### config.mk
export PLATFORM = sky130hd
export DESIGN_NAME = turn_signal_input
export DESIGN_NICKNAME = d
export VERILOG_FILES = /design/src/rtl/tbird_pkg.sv /design/src/rtl/switch_debouncer.sv /design/src/rtl/turn_signal_input.sv
export SDC_FILE = /design/constraint.sdc
export NUM_CORES = 1
export LEC_CHECK = 0
export BUFFER_PORTS_ARGS = -buffer_cell sky130_fd_sc_hd__buf_2
export CAP_MARGIN = 20
export CORE_MARGIN = 2
export CORE_UTILIZATION = 56
export DETAILED_ROUTE_END_ITERATION = 16
export PLACE_DENSITY = 0.75
export SETUP_SLACK_MARGIN = 0.02
export SLEW_MARGIN = 10
export SYNTH_ARGS = -nofsm -noshare
export SYNTH_HDL_FRONTEND = slang
export SYNTH_SLANG_ARGS = --single-unit
### constraint.sdc
create_clock -name clk -period 2.25 [get_ports clk]
set_clock_uncertainty 0.05 [all_clocks]
set_input_delay 0.45 -clock clk [delete_from_list [all_inputs] [get_ports clk]]
set_output_delay 0.45 -clock clk [all_outputs]
set_load 0.01 [all_outputs]
### src/rtl/tbird_pkg.sv
// Shared definitions for the tail-light datapath: default timing constants
// for the input conditioning stage and the lamp patterns the sequencer drives.
// No ports; imported by turn_signal_input and switch_debouncer.
package tbird_pkg;

  // ~5 ms debounce and ~4 steps/s tick at a 50 MHz system clock.
  localparam int TBIRD_DEBOUNCE_CYCLES = 250000;
  localparam int TBIRD_TICK_DIV        = 12500000;

  // Per-side lamp group, bit 0 is the innermost lamp (A), bit 2 the outermost (C).
  typedef logic [2:0] lamp_t;

  localparam lamp_t LAMPS_OFF = 3'b000;
  localparam lamp_t LAMP_A    = 3'b001;
  localparam lamp_t LAMP_AB   = 3'b011;
  localparam lamp_t LAMP_ABC  = 3'b111;

  // Counter width able to hold 0..n-1, never narrower than one bit.
  function automatic int cnt_width(input int n);
    return (n <= 2) ? 1 : $clog2(n);
  endfunction

endpackage

### src/rtl/switch_debouncer.sv
// Conditions one raw, bouncy, asynchronous switch.
//   clk, reset : system clock, asynchronous active-high reset
//   sw_i       : raw switch input
//   stable_o   : debounced switch level
//   press_o    : one-cycle pulse on the cycle after stable_o rises
// A change is accepted only after the synchronized level has differed from
// the stable level for DEBOUNCE_CYCLES consecutive cycles.
module switch_debouncer
  import tbird_pkg::*;
#(
  parameter int DEBOUNCE_CYCLES = TBIRD_DEBOUNCE_CYCLES
) (
  input  logic clk,
  input  logic reset,
  input  logic sw_i,
  output logic stable_o,
  output logic press_o
);

  localparam int               CW      = cnt_width(DEBOUNCE_CYCLES);
  localparam logic [CW-1:0]    CNT_MAX = CW'(DEBOUNCE_CYCLES - 1);

  logic          sync1_q, sync2_q;
  logic          stable_q, stable_d;
  logic          stable_dly_q;
  logic [CW-1:0] cnt_q, cnt_d;

  // Debounce decision; any single agreeing cycle restarts the count.
  always_comb begin
    stable_d = stable_q;
    cnt_d    = '0;
    if (sync2_q != stable_q) begin
      if (cnt_q == CNT_MAX) begin
        stable_d = sync2_q;
      end else begin
        cnt_d = cnt_q + 1'b1;
      end
    end
  end

  always_ff @(posedge clk or posedge reset) begin
    if (reset) begin
      sync1_q      <= 1'b0;
      sync2_q      <= 1'b0;
      stable_q     <= 1'b0;
      stable_dly_q <= 1'b0;
      cnt_q        <= '0;
    end else begin
      sync1_q      <= sw_i;
      sync2_q      <= sync1_q;
      stable_q     <= stable_d;
      stable_dly_q <= stable_q;
      cnt_q        <= cnt_d;
    end
  end

  assign stable_o = stable_q;
  assign press_o  = stable_q & ~stable_dly_q;

endmodule

### src/rtl/turn_signal_input.sv
// Input conditioning for the tail-light sequencer.
//   clk, reset          : system clock, asynchronous active-high reset
//   sw_left, sw_right   : raw turn switches (asynchronous, bouncy)
//   left, right         : registered one-hot requests, left has priority
//   tick                : registered one-cycle step strobe every TICK_DIV cycles
// Each debounced press is latched until a tick consumes it while presented;
// a switch still held at that tick keeps requesting. A masked right request
// survives and is presented once left stops requesting.
module turn_signal_input
  import tbird_pkg::*;
#(
  parameter int DEBOUNCE_CYCLES = TBIRD_DEBOUNCE_CYCLES,
  parameter int TICK_DIV        = TBIRD_TICK_DIV
) (
  input  logic clk,
  input  logic reset,
  input  logic sw_left,
  input  logic sw_right,
  output logic left,
  output logic right,
  output logic tick
);

  localparam int            TW       = cnt_width(TICK_DIV);
  localparam logic [TW-1:0] TICK_MAX = TW'(TICK_DIV - 1);

  logic          stable_l, stable_r;
  logic          press_l, press_r;

  logic [TW-1:0] tick_cnt_q, tick_cnt_d;
  logic          tick_q, tick_d;
  logic          pend_l_q, pend_l_d;
  logic          pend_r_q, pend_r_d;
  logic          left_q, left_d;
  logic          right_q, right_d;

  switch_debouncer #(
    .DEBOUNCE_CYCLES(DEBOUNCE_CYCLES)
  ) u_deb_left (
    .clk     (clk),
    .reset   (reset),
    .sw_i    (sw_left),
    .stable_o(stable_l),
    .press_o (press_l)
  );

  switch_debouncer #(
    .DEBOUNCE_CYCLES(DEBOUNCE_CYCLES)
  ) u_deb_right (
    .clk     (clk),
    .reset   (reset),
    .sw_i    (sw_right),
    .stable_o(stable_r),
    .press_o (press_r)
  );

  always_comb begin
    // Free-running step counter; tick is registered so it lines up with the
    // cycle in which the counter holds TICK_DIV-1.
    tick_cnt_d = (tick_cnt_q == TICK_MAX) ? '0 : tick_cnt_q + 1'b1;
    tick_d     = (tick_cnt_d == TICK_MAX);

    // A press always wins, so a press landing on a tick cycle is kept for the
    // next tick. Clearing needs the request to have actually been on the
    // output during the tick, which is what keeps a masked right alive.
    pend_l_d = pend_l_q;
    if (press_l) begin
      pend_l_d = 1'b1;
    end else if (tick_q && left_q && !stable_l) begin
      pend_l_d = 1'b0;
    end

    pend_r_d = pend_r_q;
    if (press_r) begin
      pend_r_d = 1'b1;
    end else if (tick_q && right_q && !stable_r) begin
      pend_r_d = 1'b0;
    end

    // Next-state latches feed the outputs so a consumed request drops on the
    // edge right after its tick.
    left_d  = pend_l_d | stable_l;
    right_d = (pend_r_d | stable_r) & ~left_d;
  end

  always_ff @(posedge clk or posedge reset) begin
    if (reset) begin
      tick_cnt_q <= '0;
      tick_q     <= 1'b0;
      pend_l_q   <= 1'b0;
      pend_r_q   <= 1'b0;
      left_q     <= 1'b0;
      right_q    <= 1'b0;
    end else begin
      tick_cnt_q <= tick_cnt_d;
      tick_q     <= tick_d;
      pend_l_q   <= pend_l_d;
      pend_r_q   <= pend_r_d;
      left_q     <= left_d;
      right_q    <= right_d;
    end
  end

  assign left  = left_q;
  assign right = right_q;
  assign tick  = tick_q;

endmodule

* Yosys cells after proc, flatten, opt, wreduce, memory -nomap -nowiden *
Index checks and enable logic that the tools add are counted.

operators by class
  $add $sub $neg = 3
  reductions and logical operators = 8
  equal/unequal tests = 6
  multiplexer cells = 9
  bitwise operators = 8

operators by type and width
  kind                                           number
  2-to-1 mux 18 bit                              4
  equality test 24 bit, second input constant    2
  adder 18 x 1 -> 18 bit, second input constant  2
  equality test 18 bit, second input constant    2
  adder 24 x 1 -> 24 bit, second input constant  1
  2-to-1 mux 24 bit                              1
  logical AND 1 bit                              4
  2-to-1 mux 1 bit                               4
  AND reduction 2 bit                            2
  bitwise AND 1 bit                              3
  NOT 1 bit                                      3
  zero test 1 bit                                2
  != test 1 bit                                  2
  OR 1 bit                                       2

storage, ports and cells
  register bits after elaboration = 73
  word-level logic and storage cells = 50
  bits of input ports = 4
  output and inout bits = 3

* Longest topological paths before layout *
Gate-level depths: netlist of the first run.

  depth after elaboration = 7
  depth in mapped cells = 7
  mapped depth without buffers = 7

* Cells and area by module *
From an unflattened synthesis of the first run, not the netlist that was laid out.

unflattened totals
  cell total of the unflattened synthesis = 375
  area total of the unflattened synthesis = 3,812.4 sq um

by module, submodules not included
  module             area an instance (sq um)  cells an instance  instances  sequential area each (sq um)
  switch_debouncer   1,087.3                   106                2          550.5
  turn_signal_input  1,637.8                   163                1          725.7

* Worst setup path before layout of the first run *
Ideal clock, no wire load.

  path kind = register to register
  start = register tick_cnt_q[16]
  end = register tick_q, in the netlist tick
  buffers on the path = 0
  setup time = 0.129 ns
  data required time = 2.071 ns
  clock period less this slack = 2.010 ns
  stages on the path, launching flop included = 7
  path slack = 0.240 ns
  data arrival time = 1.832 ns
  cell sequence = dfrtp_1 -> or3_1 -> or4_4 -> nor4_4 -> nor4_2 -> nand4b_1 -> a211oi_2

between the ends
  word-level cells in the longest chain between the ends = 3
  elaborated cells on any way between the ends = 4
  classes of those cells = add/sub: 1; eq/ne: 2; mux: 1

ends and longest elaborated chain
  item                                                                   line                     RTL
  start: declaration                                                     turn_signal_input.sv:30  logic [TW-1:0] tick_cnt_q, tick_cnt_d;
  start signal: assignment                                               turn_signal_input.sv:95  tick_cnt_q <= tick_cnt_d;
  adder 24 x 1 -> 24 bit / equality test 24 bit (equally long branches)  turn_signal_input.sv:60  tick_cnt_d = (tick_cnt_q == TICK_MAX) ? '0 : tick_cnt_q + 1'b1;
  2-to-1 mux 24 bit *                                                    turn_signal_input.sv:60
  equality test 24 bit *                                                 turn_signal_input.sv:61  tick_d = (tick_cnt_d == TICK_MAX);
  net tick_d                                                             turn_signal_input.sv:31  logic tick_q, tick_d;
  end signal: assignment                                                 turn_signal_input.sv:96  tick_q <= tick_d;
  end: declaration                                                       turn_signal_input.sv:31

The timed path passes the listed nets; every way through them passes the cells marked *.
A chain may end at the register's enable or synchronous reset.

* Worst setup path after layout of the first run *
  start = register tick_cnt_q[1]
  end = register tick_q, in the netlist tick

between the ends
  word-level cells in the longest chain between the ends = 3
  elaborated cells on any way between the ends = 4
  classes of those cells = add/sub: 1; eq/ne: 2; mux: 1

ends and longest elaborated chain
  item                                                                   line
  adder 24 x 1 -> 24 bit / equality test 24 bit (equally long branches)  turn_signal_input.sv:60
  2-to-1 mux 24 bit *                                                    turn_signal_input.sv:60
  net tick_cnt_d[2]                                                      turn_signal_input.sv:30
  equality test 24 bit *                                                 turn_signal_input.sv:61
  net tick_d                                                             turn_signal_input.sv:31

Marked as above.

==> results of run 1 <==
[power breakdown]
part / leakage (uW) / total [uW] / internal (uW) / switching [uW]
combinational: 0.000668 / 55.8 / 14.4 / 41.4
sequential: 0.000991 / 1330 / 1320 / 9.64
clock: 0.000120 / 1250 / 765 / 486
total: 0.00178 / 2640 / 2100 / 537
[cells by family (layout without fill, tap and decap cells)]
kind of cell,Yosys count,after routing,share of synthesized area
and+or+nand+nor,170,170,0.264
DFF,73,73,0.537
xor gates and xnor gates,56,56,0.144
AOI/OAI and AO/OA,10,10,0.0202
buffers and inverters,10,42,0.0132
adders and majority gates,3,3,0.0110
muxes,3,3,0.00993
[state kept, by name, indices dropped and copies added (netlist names)]
name                      flops
u_deb_left.stable_o           1
u_deb_right.stable_o          1
left                          1
u_deb_left.cnt_q             18
u_deb_right.stable_dly_q      1
tick_cnt_q                   24
u_deb_left.stable_dly_q       1
pend_l_q                      1
right                         1
u_deb_left.sync2_q            1
pend_r_q                      1
u_deb_right.sync1_q           1
u_deb_right.sync2_q           1
u_deb_right.cnt_q            18
u_deb_left.sync1_q            1
tick                          1
[cells in the mapped netlist (all sizes together)]
cell type	number
a211oi	1
a21boi	2
a21o	2
a21oi	3
and2	2
and2b	1
and3	6
and4	1
buf	1
clkbuf	3
dfrtp	73
ha	3
inv	6
mux2	3
nand2	23
nand2b	1
nand3	34
nand3b	2
nand4	10
nand4b	2
nand4bb	1
nor2	61
nor2b	2
nor3	8
nor4	10
nor4b	1
nor4bb	1
o21ai	1
o22ai	1
or2	1
or3	1
or4	1
or4b	1
xnor2	26
xor2	30
[per-stage QoR]
step                setup WS (ps)  power, uW   util  std cells  hold WS [ps]
global route                 13.7       2720  0.660        432           148
detailed placement           44.4       1420  0.611        414           303
global placement              199       1410  0.611        414           287
floorplan                     240       1400      -        325           281
CTS                          49.3       2660  0.653        430           115
finish                        163       2640  0.660        432           104
[per-layer routing]
metal	GRT usage	vias to the layer above
met1	0.283	1175
li1	-	1156
met5	0	-
met4	0.122	0
met2	0.323	53
met3	0.0330	13
[cell type report]
type                            instances  area share
Multi-Input combinational cell        242       0.401
Clock buffer                           11      0.0364
Clock inverter                          5      0.0264
Tap cell                               75      0.0242
Timing Repair Buffer                   20      0.0348
Inverter                                6     0.00676
Sequential cell                        73       0.470
[path summary, 6_finish.rpt]
kind | start | endpoint | slack, ps
min in group clk | sw_right | u_deb_right.sync1_q$_DFF_PP0_ | 150
worst max register to register | tick_cnt_q[1]$_DFF_PP0_ | tick$_DFF_PP0_ | 160
worst min register to register | u_deb_left.sync1_q$_DFF_PP0_ | u_deb_left.sync2_q$_DFF_PP0_ | 320
worst min-delay path | reset | u_deb_right.cnt_q[6]$_DFF_PP0_ | 100
max in group asynchronous | reset | u_deb_left.cnt_q[16]$_DFF_PP0_ | 1360
worst max-delay path | tick_cnt_q[1]$_DFF_PP0_ | tick$_DFF_PP0_ | 160
[repair_timing]
action,4_1_cts,5_1_grt
endpoints found under the hold margin,0,0
gates resized for setup,0,4
endpoints found under the setup margin,0,1
buffers inserted,0,2
==> out/metrics.yaml, run 1 <==
run_status:
  status: "finished, final reports clean"
routing:
  top_layer_used: "met4"
  ant_nets: 0
  wire_per_inst_um: 14.4
  drt_iter0_drc: 151
  drt_first_pass_iters: 4
  m1WireLength_um: 2930
  wl_um: 6240
  drc: 0
  routed_via_density: 5.55
  vias: 2397
  wl_met3_um: 212
  wl_met2_um: 2920
setup_path:
  path_class: "reg2reg"
  worstPathArrival_ps: 2300
  path_cells: "ha_4, xor2_2, nand4b_1, or4b_1, nor4_2, nand4b_1, a211oi_2"
  path_depth: 7
  worstPathRequired_ps: 2460
  crit_path_start_kind: "flip-flop"
  cpPeakStageDelay_ps: 520
  rr_worst_depth: 7
  cp-end-kind: "flip-flop"
  path_max_fanout: 4
  cpLargestDelayFamily: "simple AND/OR/NAND/NOR gates"
  slowest_stage: "or4b_1"
  crit_buf_inv: 0
  path_common_cell: "nand4b_1"
finish:
  mostFrequentLayoutCells: "dfrtp_1, nor2_1, nand3_1"
  fin_nets: 359
  n_antenna_cell: 0
  fillers: 459
  multi_input_area_sq_mm: 0.00156
  syn_to_final_growth_pct: 14.2
  seq_area_sq_mm: 0.00183
  final_cell_area_sq_mm: 0.00388
  drive_gt1_frac: 0.146
  final_common_cell: "dfrtp_1"
cts:
  cts_tree: "built"
  cts_buffers: 9
  clkSinkCount: 73
  ctsHoldBuffers: 0
  clk_path_buf_depth: 2
  insertion_delay_ps: 350
  htreeDepth: 3
  clkSlewWorstSetupHoldPaths_ps: 80
  cts-root-buf: "clkbuf_8"
sta:
  setup_viol: 0
  period_needed_ps: 2090
  relSlewSlack: 0.604
  worst_pin_slew_ps: 593
  rsz0062_at_grt: "no"
  min_period_over_period: 0.928
  tns_ps: 0
  hold_viol: 0
  drv_slew: 0
  fmax_ghz: 0.479
global_routing:
  grt_pass1_wl_um: 10500
  track_usage: 0.210
  grt_antenna_before_repair: 0
  grt_max_degree: 29
  grt_pass1_vias: 2335
  grt.overflow.total: 0
power:
  p_leak_uw: 0.00178
  irDropWorstVdd_mv: 0.368
  power.density_mw_per_mm2: 680
floorplan:
  dieWidth_um: 81.9
  die-area_sq_mm: 0.00671
  row_count: 28
  chipHeight_um: 81.9
  start_util: 0.578
  core-area_sq_mm: 0.00589
  num_io_pins: 7
synthesis:
  synthCells: 325
  syn-num-nets: 332
  synth_area_leader_cell: "dfrtp_1"
  synth.top_cell.area_share: 0.537
  yosys-top-cells-area: "dfrtp_1, xor2_1, xnor2_1, nor2_1, nand3_1"
  yosysWarnings: 0
  synth_cell_types: 41
  netlist_area_sq_mm: 0.00340
  yosysSeqAreaShare: 0.537
  avgSynthCellArea_sq_um: 10.5
  ys_ff_latch: 73
hold_path:
  hold_path.class: "in2async"
job:
  drv_cap: 0
placed_design:
  hpwl_um: 4340
  io_buffers: 6
  gp_congestion: 0.850
  place_area_sq_mm: 0.00360
No activity file was read; power rests on OpenSTA's default activity.
==> inputs of run 2 (changes only) <==
--- a/config.mk
+++ b/config.mk
@@ -5,6 +5,7 @@
 export SDC_FILE = /design/constraint.sdc
 export NUM_CORES = 1
 export LEC_CHECK = 0
+export ABC_AREA = 1
 export BUFFER_PORTS_ARGS = -buffer_cell sky130_fd_sc_hd__buf_2
 export CAP_MARGIN = 20
 export CORE_MARGIN = 2
==> out/metrics.yaml, run 2 <==
placed_design:
  gp_congestion: 0.909  # was 0.850
  pre_cts_slack_ps: 338  # was 44.4 ps
  io_buffers: 6  # unchanged
  hpwl_um: 5830  # was 4340 um
synthesis:
  yosysMostFrequentCell: "nand2_1"  # was dfrtp_1
  synth_top_family_by_area: "simple AND/OR/NAND/NOR gates"  # unchanged
  synthTopCellsByCount: "nand2_1, nor2_1, dfrtp_1"  # was dfrtp_1, nor2_1, nand3_1
  synth_fa_ha_area_frac: 0.00975  # was 0.0110
  synthMuxAreaShare: 0.00293  # was 0.00993
  synth-xor-area-share: 0.0387  # was 0.144
  avgSynthCellArea_sq_um: 7.67  # was 10.5 sq um
  async_flop_share: 1.00  # unchanged
  synth_flop_cell: "dfrtp_1"  # unchanged
  yosysSeqAreaShare: 0.475  # was 0.537
  syn-num-nets: 509  # was 332
  netlist_area_sq_mm: 0.00385  # was 0.00340 sq mm
  synth_area_leader_cell: "dfrtp_1"  # unchanged
  synth_cell_types: 32  # was 41
  synthCells: 502  # was 325
  yosysWarnings: 0  # unchanged
  synth_compound_area_frac: 0.0406  # was 0.0202
  ys_ff_latch: 73  # unchanged
  synth_edf_count: 0  # unchanged
  yosys-top-cells-area: "dfrtp_1, nand2_1, nor2_1, inv_1, nand3_1"  # was dfrtp_1, xor2_1, xnor2_1, nor2_1, nand3_1
  synth.top_cell.area_share: 0.475  # was 0.537
  synth_simple_gate_area_frac: 0.361  # was 0.264
floorplan:
  start_util: 0.573  # was 0.578
  row_count: 30  # was 28
  dieWidth_um: 86.9  # was 81.9 um
  num_io_pins: 7  # unchanged
  chipHeight_um: 86.9  # was 81.9 um
  die-area_sq_mm: 0.00755  # was 0.00671 sq mm
  core-area_sq_mm: 0.00672  # was 0.00589 sq mm
setup_path:
  path_depth: 12  # was 7
  worstPathRequired_ps: 2480  # was 2460 ps
  path_class: "reg2reg"  # unchanged
  path_cells: "ha_1, nand2_2, inv_1, nand2_1, nor2_1, nand3_2, nand2_1, nor2_1, nand2_1, nor2_1, nand3_1, nor2_1"  # was ha_4, xor2_2, nand4b_1, or4b_1, nor4_2, nand4b_1, a211oi_2
  crit_path_start_kind: "flip-flop"  # unchanged
  crit_buf_inv: 1  # was 0
  path_max_fanout: 8  # was 4
  cp-end-kind: "flip-flop"  # unchanged
  slowest_stage: "dfrtp_1"  # was or4b_1
  path_common_cell: "nor2_1"  # was nand4b_1
  worstPathArrival_ps: 2190  # was 2300 ps
  rr_worst_depth: 12  # was 7
  cpLargestDelayFamily: "simple AND/OR/NAND/NOR gates"  # unchanged
  cpPeakStageDelay_ps: 410  # was 520 ps
finish:
  largest_reg_flops: 24  # unchanged
  fin_util: 0.632  # was 0.660
  mostFrequentLayoutCells: "nand2_1, nor2_1, dfrtp_1"  # was dfrtp_1, nor2_1, nand3_1
  fin_nets: 527  # was 359
  syn_to_final_growth_pct: 10.3  # was 14.2%
  final_common_cell: "nand2_1"  # was dfrtp_1
  reg_top3: "tick_cnt_q x24, u_deb_left.cnt_q x18, u_deb_right.cnt_q x18"  # unchanged
  regMostFlops: "tick_cnt_q"  # unchanged
  n_antenna_cell: 0  # unchanged
  drive_gt1_frac: 0.112  # was 0.146
cts:
  clkSlewWorstSetupHoldPaths_ps: 80  # about the same
  cts-root-buf: "clkbuf_8"  # unchanged
  cts_tree: "built"  # unchanged
  clkSinkCount: 73  # unchanged
  post_cts_buffers: 0  # unchanged
  htreeDepth: 3  # unchanged
  insertion_delay_ps: 350  # about the same
  ctsHoldBuffers: 0  # unchanged
  clk_path_buf_depth: 2  # unchanged
  cts_buffers: 9  # unchanged
  cts-resized-gates: 0  # unchanged
routing:
  ant_nets: 0  # unchanged
  vias: 3162  # was 2,397
  wl_um: 7800  # was 6240 um
  routed_via_density: 5.23  # was 5.55
  drt_iter0_drc: 227  # was 151
  drt_first_pass_iters: 6  # was 4
  drc: 0  # unchanged
  wire_per_inst_um: 12.9  # was 14.4 um
power:
  p_leak_uw: 0.00198  # was 0.00178 uW
  p_seq_frac: 0.504  # was 0.505
  power.density_mw_per_mm2: 621  # was 680 mW/mm^2
  irDropWorstVdd_mv: 0.366  # was 0.368 mV
  swShare: 0.211  # was 0.203
  total_power_uw: 2640  # about the same
  p_int_uw: 2080  # was 2100 uW
  power_frac_clock: 0.472  # was 0.474
  p_comb_frac: 0.024  # was 0.021
  power_switching_uw: 556  # was 537 uW
sta:
  rsz0062_at_grt: "no"  # unchanged
  drv_slew: 0  # unchanged
  finalWorstSetupSlack_ps: 290  # was 163 ps
  worst_pin_slew_ps: 631  # was 593 ps
  setup_viol: 0  # unchanged
  hold_viol: 0  # unchanged
  holdWs_ps: 125  # was 104 ps
  fmax_ghz: 0.510  # was 0.479 GHz
  period_needed_ps: 1960  # was 2090 ps
  min_period_over_period: 0.871  # was 0.928
  tns_ps: 0  # unchanged
  relSlewSlack: 0.579  # was 0.604
global_routing:
  use_met3: 0.0436  # was 0.0330
  grt_antenna_before_repair: 0  # unchanged
  track_usage: 0.227  # was 0.210
  grt_pass1_vias: 3002  # was 2,335
  grt_pass1_wl_um: 13400  # was 10,500 um
  grt.overflow.total: 0  # unchanged
  grt_max_degree: 40  # was 29
  grtUsageMet2: 0.346  # was 0.323
  met1_usage: 0.326  # was 0.283
  busiest_layer: "met2"  # unchanged
hold_path:
  hold_path.class: "in2async"  # unchanged
job:
  drv_cap: 0  # unchanged
run_status:
  status: "finished, final reports clean"  # unchanged
run 2: final timing paths:
| path | slack, ps | endpoint | start |
|---|---|---|---|
| min in group clk | 160 | u_deb_left.sync1_q$_DFF_PP0_ | sw_left |
| max | 290 | tick$_DFF_PP0_ | tick_cnt_q[0]$_DFF_PP0_ |
| max reg2reg | 290 | tick$_DFF_PP0_ | tick_cnt_q[0]$_DFF_PP0_ |
| max in group asynchronous | 1450 | u_deb_right.cnt_q[2]$_DFF_PP0_ | reset |
| min reg2reg | 300 | u_deb_right.sync2_q$_DFF_PP0_ | u_deb_right.sync1_q$_DFF_PP0_ |
| min | 130 | tick_cnt_q[3]$_DFF_PP0_ | reset |
run 2: cell type report:
class,count,area [sq um]
multi-input combinational,355,1740
inverter,73,278
clock buffer,10,128
clock inverter,6,113
timing repair buffer,8,57.6
fill,580,2470
tap,80,100
sequential,73,1830
run 2: worst reg2reg max path, stage by stage (launching register included):
cell and delay, ps:
dfrtp_1 410, ha_1 270, nand2_2 140, inv_1 70, nand2_1 120, nor2_1 80, nand3_2 150, nand2_1 80
nor2_1 150, nand2_1 70, nor2_1 100, nand3_1 100, nor2_1 110
run 2: through the flow:
step | cell area [sq um] | instances
after global routing | 4250 | 605
after global placement | 4010 | 589
after CTS | 4250 | 605
after detailed placement | 4010 | 589
final | 4250 | 605
after floorplan | 3850 | 502
run 2: layer usage:
layer  up-vias  routed length, um
li1       1603                  -
met1      1470               3780
met5         -                  0
met3        19                282
met2        70               3570
met4         0                165
run 2: cells by family (layout without fill, tap and decap cells):
logic type / count (synthesis) / count (layout)
and+or+nand+nor: 304 / 304
buffers and inverters: 74 / 97
DFF: 73 / 73
AOI/OAI and AO/OA: 30 / 30
xor gates and xnor gates: 17 / 17
adders and majority gates: 3 / 3
muxes: 1 / 1
run 2: power groups by stage:
stage	registers (uW)	clock network, uW	logic, uW
after global routing	1330	1330	75.1
after CTS	1330	1270	65.9
after detailed placement	1360	0	65.7
final	1330	1250	62.9
after floorplan	1350	0	42.9
after global placement	1360	0	63.8
==> inputs of run 3 (changes only) <==
--- a/config.mk
+++ b/config.mk
@@ -9,11 +9,13 @@
 export BUFFER_PORTS_ARGS = -buffer_cell sky130_fd_sc_hd__buf_2
 export CAP_MARGIN = 20
 export CORE_MARGIN = 2
-export CORE_UTILIZATION = 56
+export CORE_UTILIZATION = 57
+export CTS_BUF_LIST = sky130_fd_sc_hd__clkbuf_16
 export DETAILED_ROUTE_END_ITERATION = 16
-export PLACE_DENSITY = 0.75
+export PLACE_DENSITY = 0.76
 export SETUP_SLACK_MARGIN = 0.02
 export SLEW_MARGIN = 10
 export SYNTH_ARGS = -nofsm -noshare
 export SYNTH_HDL_FRONTEND = slang
+export SYNTH_HIERARCHICAL = 1
 export SYNTH_SLANG_ARGS = --single-unit
==> out/metrics.yaml, run 3 <==
sta:
  tns_ps: 0  # unchanged
  drv_slew: 0  # unchanged
  period_needed_ps: 1850  # was 1960 ps
  rsz0062_at_grt: "no"  # unchanged
  setup_viol: 0  # unchanged
  relSlewSlack: 0.637  # was 0.579
  fmax_ghz: 0.542  # was 0.510 GHz
  holdWs_ps: 119  # was 125 ps
  hold_viol: 0  # unchanged
  worst_pin_slew_ps: 542  # was 631 ps
  min_period_over_period: 0.821  # was 0.871
setup_path:
  worstPathArrival_ps: 2050  # was 2190 ps
  worstPathRequired_ps: 2460  # was 2480 ps
  cp-end-kind: "flip-flop"  # unchanged
  path_class: "reg2reg"  # unchanged
  crit_path_start_kind: "flip-flop"  # unchanged
  r2r_start: "tick_cnt_q[0]$_DFF_PP0_"  # unchanged
  path_max_fanout: 13  # was 8
  startpoint: "tick_cnt_q[0]$_DFF_PP0_"  # unchanged
global_routing:
  busiest_layer: "met2"  # unchanged
  track_usage: 0.224  # was 0.227
  grt.overflow.total: 0  # unchanged
  grtUsageMet2: 0.374  # was 0.346
  grt_pass1_vias: 3414  # was 3,002
  grt_pass1_wl_um: 15000  # was 13,400 um
  use_met3: 0.0285  # was 0.0436
  grt_antenna_before_repair: 0  # unchanged
  grt_max_degree: 30  # was 40
  met1_usage: 0.304  # was 0.326
cts:
  cts_tree: "built"  # unchanged
  post_cts_buffers: 0  # unchanged
  cts-root-buf: "clkbuf_16"  # was clkbuf_8
  cts_buffers: 9  # unchanged
  insertion_delay_ps: 330  # was 350 ps
  htreeDepth: 3  # unchanged
  clkSinkCount: 73  # unchanged
  cts-resized-gates: 0  # unchanged
  clk_path_buf_depth: 2  # unchanged
  clkSlewWorstSetupHoldPaths_ps: 60  # was 80 ps
  ctsHoldBuffers: 0  # unchanged
synthesis:
  avgSynthCellArea_sq_um: 7.51  # was 7.67 sq um
  yosysMostFrequentCell: "nand2_1"  # unchanged
  yosysSeqAreaShare: 0.436  # was 0.475
  synth_edf_count: 0  # unchanged
  yosys-top-cells-area: "dfrtp_1, nand2_1, nor2_1, inv_1, nand3_1"  # unchanged
  ys_ff_latch: 73  # unchanged
  synth_area_leader_cell: "dfrtp_1"  # unchanged
  synth_flop_cell: "dfrtp_1"  # unchanged
  netlist_area_sq_mm: 0.00419  # was 0.00385 sq mm
  synth.top_cell.area_share: 0.436  # was 0.475
  synth_cell_types: 28  # was 32
  synthCells: 558  # was 502
  synthTopCellsByCount: "nand2_1, nor2_1, dfrtp_1, inv_1, nand3_1"  # was nand2_1, nor2_1, dfrtp_1
  yosysWarnings: 6  # was 0
  syn-num-nets: 565  # was 509
  async_flop_share: 1.00  # unchanged
floorplan:
  chipHeight_um: 89.8  # was 86.9 um
  num_io_pins: 7  # unchanged
  die-area_sq_mm: 0.00806  # was 0.00755 sq mm
  dieWidth_um: 89.8  # was 86.9 um
  core-area_sq_mm: 0.00718  # was 0.00672 sq mm
  start_util: 0.584  # was 0.573
  row_count: 31  # was 30
finish:
  final_common_cell: "nand2_1"  # unchanged
  fin_util: 0.645  # was 0.632
  drive_gt1_frac: 0.144  # was 0.112
  n_antenna_cell: 0  # unchanged
  fillers: 630  # was 580
  mostFrequentLayoutCells: "nand2_1, nor2_1, inv_1"  # was nand2_1, nor2_1, dfrtp_1
  reg_top3: "tick_cnt_q x24, u_deb_left/cnt_q x18, u_deb_right/cnt_q x18"  # was tick_cnt_q x24, u_deb_left.cnt_q x18, u_deb_right.cnt_q x18
  multi_input_area_sq_mm: 0.00204  # was 0.00174 sq mm
  largest_reg_flops: 24  # unchanged
  syn_to_final_growth_pct: 10.4  # was 10.3%
  seq_area_sq_mm: 0.00183  # unchanged
  fin_nets: 585  # was 527
  regMostFlops: "tick_cnt_q"  # unchanged
job:
  drv_cap: 0  # unchanged
placed_design:
  io_buffers: 6  # unchanged
  gp_congestion: 0.950  # was 0.909
  hpwl_um: 6280  # was 5830 um
power:
  irDropWorstVdd_mv: 0.409  # was 0.366 mV
  p_leak_uw: 0.00219  # was 0.00198 uW
  power.density_mw_per_mm2: 573  # was 621 mW/mm^2
  total_power_uw: 2650  # was 2640 uW
routing:
  drt_first_pass_iters: 5  # was 6
  ant_nets: 0  # unchanged
  drc: 0  # unchanged
  drt_iter0_drc: 208  # was 227
  wire_per_inst_um: 12.2  # was 12.9 um
  wl_um: 8340  # was 7800 um
  vias: 3472  # was 3,162
  routed_via_density: 5.09  # was 5.23
hold_path:
  hold_path.class: "in2async"  # unchanged
run_status:
  status: "finished, final reports clean"  # unchanged
==> run 3: final cells by class <==
class	count	area share
Clock buffer	9	0.0486
Sequential cell	73	0.394
Multi-Input combinational cell	401	0.441
Tap cell	99	0.0267
Inverter	83	0.0673
Clock inverter	7	0.00865
Timing Repair Buffer	10	0.0130
==> run 3: stage by stage <==
step                std cells  cell area (sq um)  setup WS (ps)
floorplan                 558               4190            633
global placement          666               4370            546
detailed placement        666               4370            452
CTS                       682               4630            413
global route              682               4630            291
finish                    682               4630            404
==> run 3: per-layer routing <==
metal | wire [um] | share of wire
met1 | 3920 | 0.47
met2 | 3950 | 0.47
met3 | 299 | 0.036
met4 | 161 | 0.019
met5 | 0 | 0
==> run 3: kinds of logic (layout without fill, tap and decap cells) <==
group                      after synthesis  count (layout)  synth area share
AOI/OAI and AO/OA                       19              19            0.0263
xor gates and xnor gates                24              24            0.0537
adders and majority gates                3               3           0.00895
buffers and inverters                   84             109            0.0770
DFF                                     73              73             0.436
and+or+nand+nor                        355             355             0.398
==> run 3: where the power goes <==
part           leakage, uW  switching [uW]  internal, uW  total, uW
combinational      0.00107            48.0          19.1       67.2
clock             0.000131             520           733       1250
sequential        0.000991            8.85          1330       1330
==> run 3: final timing paths <==
| check | slack, ps | end | depth (start not counted) |
|---|---|---|---|
| worst max-delay path | 400 | tick$_DFF_PP0_ | 11 |
| worst min-delay path | 120 | u_deb_left/cnt_q[5]$_DFF_PP0_ | 3 |
| worst max register to register | 400 | tick$_DFF_PP0_ | 11 |
| worst min register to register | 300 | u_deb_left/sync2_q$_DFF_PP0_ | 0 |
| max in group asynchronous | 1710 | tick_cnt_q[14]$_DFF_PP0_ | 3 |
| min in group clk | 180 | u_deb_right/sync1_q$_DFF_PP0_ | 1 |
==> run 3: worst max-delay path, stage by stage (launching register included) <==
cell and delay [ps]:
dfrtp_1 390, ha_1 240, nand2_2 140, nor2_4 60
nand2_2 80, nand3b_4 230, nand2_1 90, nor2_1 160
nand2_1 80, nor2_1 110, nand2_1 70, nor2_2 80
